===== src/rtl/quadrature_encoder_emulator.sv =====
// Bus-programmable quadrature A/B generator: emits a programmed number of
// Gray-code steps at a programmed step period in either direction.
module quadrature_encoder_emulator #(
    parameter logic [15:0] DEFAULT_PERIOD = 16'd999
) (
    input  logic        clk,
    input  logic        rst_n,
    input  logic [15:0] addr,
    input  logic [7:0]  data_in,
    output logic [7:0]  data_out,
    input  logic        cs,
    input  logic        rd,
    input  logic        wr,
    output logic        A,
    output logic        B
);

    localparam logic [0:0] IDLE = 1'b0;
    localparam logic [0:0] RUN  = 1'b1;

    logic [0:0]  state_reg;
    logic [15:0] steps_reg;
    logic [15:0] period_reg;
    logic [15:0] remain_reg;
    logic [15:0] timer_reg;
    logic        dir_reg;
    logic        done_reg;
    logic        a_reg;
    logic        b_reg;
    logic [7:0]  data_out_reg;

    logic wr_en;
    logic rd_en;
    logic ctrl_wr;
    logic status_rd;
    logic busy;
    logic a_next;
    logic b_next;

    assign wr_en     = cs && wr;
    assign rd_en     = cs && rd;
    assign ctrl_wr   = wr_en && (addr == 16'h0005);
    assign status_rd = rd_en && (addr == 16'h0006);
    assign busy      = (state_reg == RUN);

    // Forward: A takes ~B, B takes A (A leads). Reverse is the mirror image.
    assign a_next = dir_reg ? b_reg  : ~b_reg;
    assign b_next = dir_reg ? ~a_reg : a_reg;

    assign A        = a_reg;
    assign B        = b_reg;
    assign data_out = data_out_reg;

    always_ff @(posedge clk or negedge rst_n) begin
        if (!rst_n) begin
            state_reg  <= IDLE;
            steps_reg  <= 16'd0;
            period_reg <= DEFAULT_PERIOD;
            remain_reg <= 16'd0;
            timer_reg  <= 16'd0;
            dir_reg    <= 1'b0;
            done_reg   <= 1'b0;
            a_reg      <= 1'b0;
            b_reg      <= 1'b0;
        end else begin
            if (wr_en && addr == 16'h0001) steps_reg[7:0]   <= data_in;
            if (wr_en && addr == 16'h0002) steps_reg[15:8]  <= data_in;
            if (wr_en && addr == 16'h0003) period_reg[7:0]  <= data_in;
            if (wr_en && addr == 16'h0004) period_reg[15:8] <= data_in;

            // Later assignments below override this, so a same-edge set wins.
            if (status_rd) done_reg <= 1'b0;

            case (state_reg)
                IDLE: begin
                    if (ctrl_wr && data_in[0] && !data_in[2]) begin
                        if (steps_reg != 16'd0) begin
                            remain_reg <= steps_reg;
                            timer_reg  <= period_reg;
                            dir_reg    <= data_in[1];
                            done_reg   <= 1'b0;
                            state_reg  <= RUN;
                        end else begin
                            remain_reg <= 16'd0;
                            done_reg   <= 1'b1;
                        end
                    end
                end
                RUN: begin
                    if (ctrl_wr && data_in[2]) begin
                        state_reg <= IDLE;
                    end else if (timer_reg != 16'd0) begin
                        timer_reg <= timer_reg - 16'd1;
                    end else begin
                        a_reg      <= a_next;
                        b_reg      <= b_next;
                        remain_reg <= remain_reg - 16'd1;
                        timer_reg  <= period_reg;
                        if (remain_reg == 16'd1) begin
                            state_reg <= IDLE;
                            done_reg  <= 1'b1;
                        end
                    end
                end
                default: state_reg <= IDLE;
            endcase
        end
    end

    // Read data reflects register contents before this edge's updates.
    always_ff @(posedge clk or negedge rst_n) begin
        if (!rst_n) begin
            data_out_reg <= 8'h00;
        end else if (rd_en) begin
            case (addr)
                16'h0001: data_out_reg <= steps_reg[7:0];
                16'h0002: data_out_reg <= steps_reg[15:8];
                16'h0003: data_out_reg <= period_reg[7:0];
                16'h0004: data_out_reg <= period_reg[15:8];
                16'h0006: data_out_reg <= {4'b0000, done_reg, busy, a_reg, b_reg};
                16'h0007: data_out_reg <= remain_reg[7:0];
                16'h0008: data_out_reg <= remain_reg[15:8];
                default:  data_out_reg <= 8'h00;
            endcase
        end else begin
            data_out_reg <= 8'h00;
        end
    end

endmodule


===== config.mk =====
export PLATFORM = sky130hd
export DESIGN_NAME = quadrature_encoder_emulator
export DESIGN_NICKNAME = d
export VERILOG_FILES = /design/src/rtl/quadrature_encoder_emulator.sv
export SDC_FILE = /design/constraint.sdc
export NUM_CORES = 1
export LEC_CHECK = 0
export CAP_MARGIN = 25
export CORE_MARGIN = 4
export CORE_UTILIZATION = 53
export CTS_BUF_LIST = sky130_fd_sc_hd__clkbuf_16
export CTS_CLUSTER_DIAMETER = 50
export DETAILED_ROUTE_END_ITERATION = 10
export GPL_TIMING_DRIVEN = 0
export PLACE_DENSITY = 0.89
export SLEW_MARGIN = 15
export SYNTH_ARGS = -nofsm -noshare
export SYNTH_HDL_FRONTEND = slang
export SYNTH_SLANG_ARGS = --single-unit

===== constraint.sdc =====
create_clock -name clk -period 2.25 [get_ports clk]
set_clock_uncertainty 0.2 [all_clocks]
set_input_delay 0.45 -clock clk [delete_from_list [all_inputs] [get_ports clk]]
set_output_delay 0.45 -clock clk [all_outputs]
set_load 0.01 [all_outputs]

### After elaboration in Yosys (flattened, before gate mapping)

Cells that the tools add are included.

| word-level totals | value |
|---|---|
| register bits | 77 |
| latch bits | 0 |
| RAM bits | 0 |
| memory bits (read-only) | 0 |
| bits of input ports | 29 |
| output and inout bits | 10 |
| memories kept | 0 |

| operators by class | value |
|---|---|
| $add $sub $neg | 2 |
| $mul | 0 |
| divide/modulo/power cells | 0 |
| magnitude comparators | 0 |
| equal/unequal tests | 13 |
| shifts and indexed selects | 0 |
| mux-type cells | 27 |
| bitwise gates (word level) | 5 |
| reduce and logical (&&, ||, !) cells | 18 |

Operators with widths:

| operator | number |
|---|---|
| $mux 16 | 8 |
| $eq 16x3->1 const B | 4 |
| $pmux 16 s2 | 2 |
| $pmux 8 s7 | 1 |
| $eq 16x1->1 const B | 2 |
| $eq 16x2->1 const B | 2 |
| $reduce_bool 16->1 | 2 |
| $sub 16x1->16 const B | 2 |
| $eq 16x4->1 const B | 1 |
| $mux 1 | 13 |
| $reduce_and 3->1 | 4 |
| $logic_and 1x1->1 | 11 |
| $mux 8 | 1 |
| $ne 2x2->1 const B | 4 |
| $not 1->1 | 5 |
| $pmux 1 s2 | 2 |
| $logic_not 1->1 | 1 |

### Depth between registers and ports, before layout

| depth | value |
|---|---|
| depth after elaboration | 7 |
| depth in mapped cells | 8 |

### Worst setup path before layout

No wires, ideal clock.

| timing | value |
|---|---|
| path type | reg-to-reg |
| start point | reg timer_reg[0] |
| end point | reg remain_reg[12] |
| arrival | 2040 ps |
| required time | 1924 ps |
| slack | -116 ps |
| cell stages (with the launch flop) | 9 |
| path buffers | 1 |
| clock period less this slack | 2366 ps |
| cells stage by stage | dfrtp_1 -> inv_1 -> ha_1 -> nor4b_1 -> and4_1 -> buf_2 -> o211ai_1 -> and3_1 -> a221o_1 |

| between the ends | value |
|---|---|
| longest elaborated chain between the ends | 3 |

Ends and longest elaborated chain:

| what | RTL line | source |
|---|---|---|
| start: declaration | 25 | `logic [15:0] timer_reg;` |
| start signal: assignment | 79 | `timer_reg <= period_reg;` |
| start signal: assignment | 93 | `timer_reg <= timer_reg - 16'd1;` |
| start signal: assignment | 98 | `timer_reg <= period_reg;` |
| $reduce_bool 16->1 | 92 | `end else if (timer_reg != 16'd0) begin` |
| $ne 2x2->1 (no source line) | -- |  |
| $reduce_and 3->1 (no source line) | -- |  |
| end signal: assignment | 78 | `remain_reg <= steps_reg;` |
| end signal: assignment | 97 | `remain_reg <= remain_reg - 16'd1;` |
| end: declaration | 24 | `logic [15:0] remain_reg;` |

No other way between the ends.
A chain may end at the register's enable or synchronous reset.

### Worst setup path in the final report

| timing | value |
|---|---|
| start point | reg timer_reg[10] |
| end point | reg a_reg, in the netlist A |

| between the ends | value |
|---|---|
| longest elaborated chain between the ends | 3 |

Ends and longest elaborated chain:

| what | RTL line | source |
|---|---|---|
| $reduce_bool 16->1 | 92 |  |
| $not 1->1 (no source line) | -- |  |
| $reduce_and 3->1 (no source line) | -- |  |
| end signal: assignment | 95 | `a_reg <= a_next;` |
| end: declaration | 28 | `logic a_reg;` |

No other way between the ends.

==> reports/results.ini <==
[finish]
antenna_cells=0
drive_above_1_share=0.341
final_common_cell=dfrtp_1
fin_area_mm2=0.00661
final.fill_count=476
area_growth_pct=42.8
nets=603
final_cell_mix=dfrtp_1, buf_4, nand2_1

[grt]
grt_start_max_net_pins=51
grt_pass1_vias=4655
grt_pass1_wl_um=26300
overflow=0
antenna_found_initial=0
track_usage=0.340

[yosys]
syn-num-nets=502
syn_area_per_cell_um2=9.87
synth.cell_area_mm2=0.00463
async_flop_share=1.00
ys_seq_elements=77
yosysSeqAreaShare=0.419
synthCells=469
ys_warn_count=0
synthFlopType=dfrtp_1
synth_edf_count=0
ys_types=66

[route]
wl_met1_um=6520
vias_per_cell=7.44
drtPass1Iterations=7
dr_total_vias=5057
top_layer=met4
drc=0
dr_wl_met3_um=2470
dr_wl_met2_um=7870
ant_nets=0
drt_wl_total_um=18300
wl_per_cell_um=26.9
drt_iter0_drc=803

[clocking]
clock-root-buffer=clkbuf_16
clk_latency_ns=0.34
htree_levels=3
cts.sink_count=77
clockBufferDepth=2
clkTransAtPathRegs_ns=0.06
cts_tree=yes
cts_inserted_buffers=9

[critical_path]
required_ns=2.28
crit_type=reg2reg
cp_max_fo=5
critPathArrivalTime_ns=2.35
worstSetupEndpoint=A
reg2regPathDepth=7
end_kind=flop
reg2reg_slack_ns=-0.08
rr_endpoint=A
startpoint_type=flop
startpoint=timer_reg[10]
r2r-start=timer_reg[10]

[floorplan]
die_x_um=101
die_y_um=101
die_area_mm2=0.0103
start_util=0.555
core_area_mm2=0.00834
num_rows=33
num_io_pins=39

[sta]
setup_tns_ns=-0.460
slew_viol_final=0
max_clock_freq_mhz=430
finalSetupViolations=11
rsz0062_at_grt=yes
final.period_utilization=1.03
min_period_ns=2.33
tightest_slew_ns=0.728
finalWorstSetupSlack_ns=-0.0754
maxSlewHeadroom=0.515
hold_viol_final=0

[min_path]
min_path_type=reg2reg

[power]
ir_drop_mv=0.391
p_per_area_mw_per_mm2=502
power.leakage_uw=0.00271

[job]
drv_cap=0

[placed_design]
dp_hpwl_um=11300
port_buffers=38
placed_area_mm2=0.00521
place_congestion=1.02

[status]
status=complete, but fails checks
violations=negative setup slack

routing by layer:
layer / vias up / track usage
met3: 159 / 0.0764
met5: - / 0
met4: 0 / 0.171
met1: 2406 / 0.460
met2: 445 / 0.514
li1: 2047 / -
where the power goes:
part | total [uW] | switching, uW | internal, uW | leakage [uW]
logic | 173 | 106 | 66.9 | 0.00160
registers | 1390 | 0.239 | 1390 | 0.000929
clock network | 1760 | 574 | 1180 | 0.000183
what timing repair did:
| item | in CTS | in global routing |
|---|---|---|
| pin swaps | 28 | 25 |
| buffers inserted | 38 | 16 |
| endpoints found under the hold margin | 23 | 0 |
| resized for setup | 88 | 76 |
| cloned | 2 | 1 |
| endpoints found under the setup margin | 77 | 60 |
| hold buffers | 1 | 0 |
through the flow:
stage / hold slack [ns] / utilization / cells / worst slack (ns) / power [uW]
floorplan: -0.0456 / - / 469 / -0.000733 / 1450
global placement: 0.312 / 0.622 / 612 / -2.06 / 1560
detailed placement: 0.199 / 0.625 / 613 / -1.02 / 1570
CTS: 0.356 / 0.740 / 665 / 0.00262 / 3310
global route: 0.361 / 0.792 / 680 / -0.153 / 3390
finish: 0.347 / 0.792 / 680 / -0.0754 / 3320
Yosys cell counts (9+ instances only):
master,instances,share of area
nand2_1,33,0.027
o21ai_1,11,0.012
nor2_1,26,0.021
o211ai_1,10,0.016
nor3_1,12,0.013
nor4_1,13,0.018
o22ai_1,9,0.012
inv_1,16,0.013
clkbuf_1,15,0.012
mux2i_1,11,0.024
a21oi_1,26,0.028
mux2_1,34,0.083
o21ai_0,15,0.016
dfrtp_1,69,0.37
nand4_1,12,0.016
nand3_1,13,0.014
worst max-delay path: stages, from the launching register on:
cell and delay, ns:
dfrtp_2 0.44, or4_4 0.56, nor3b_4 0.30, o2111ai_4 0.25
buf_4 0.22, buf_4 0.13, nand2_1 0.05, o21ai_1 0.07
cells by family (layout without fill, tap and decap cells):
family,Yosys count,count (layout),share of synthesized area
simple gates,162,163,0.207
compound gates,131,132,0.200
flops,77,77,0.419
mux,53,53,0.126
buf+inv,40,144,0.0338
fa+ha+maj,4,4,0.0108
xor+xnor,2,2,0.00379
worst min path at each step:
stage                    from              to  slack, ns  cells past startpoint
3_5_place_dp            rst_n  period_reg[12]       0.20                      1
2_1_floorplan           rst_n               A      -0.05                      0
3_3_place_gp   period_reg[10]  period_reg[10]       0.31                      1
5_1_grt        period_reg[10]  period_reg[10]       0.36                      1
4_1_cts        period_reg[10]  period_reg[10]       0.36                      1
6_report       period_reg[10]  period_reg[10]       0.35                      1
cell type report:
| type | count | area [um2] | area share |
|---|---|---|---|
| Multi-Input combinational cell | 354 | 3130 | 0.473 |
| Tap cell | 105 | 131 | 0.0199 |
| Timing Repair Buffer | 94 | 857 | 0.130 |
| Buffer | 16 | 121 | 0.0184 |
| Clock inverter | 7 | 131 | 0.0199 |
| Inverter | 18 | 67.6 | 0.0102 |
| Clock buffer | 9 | 225 | 0.0341 |
| Sequential cell | 77 | 1940 | 0.294 |
(Power assumes the default switching activity.)
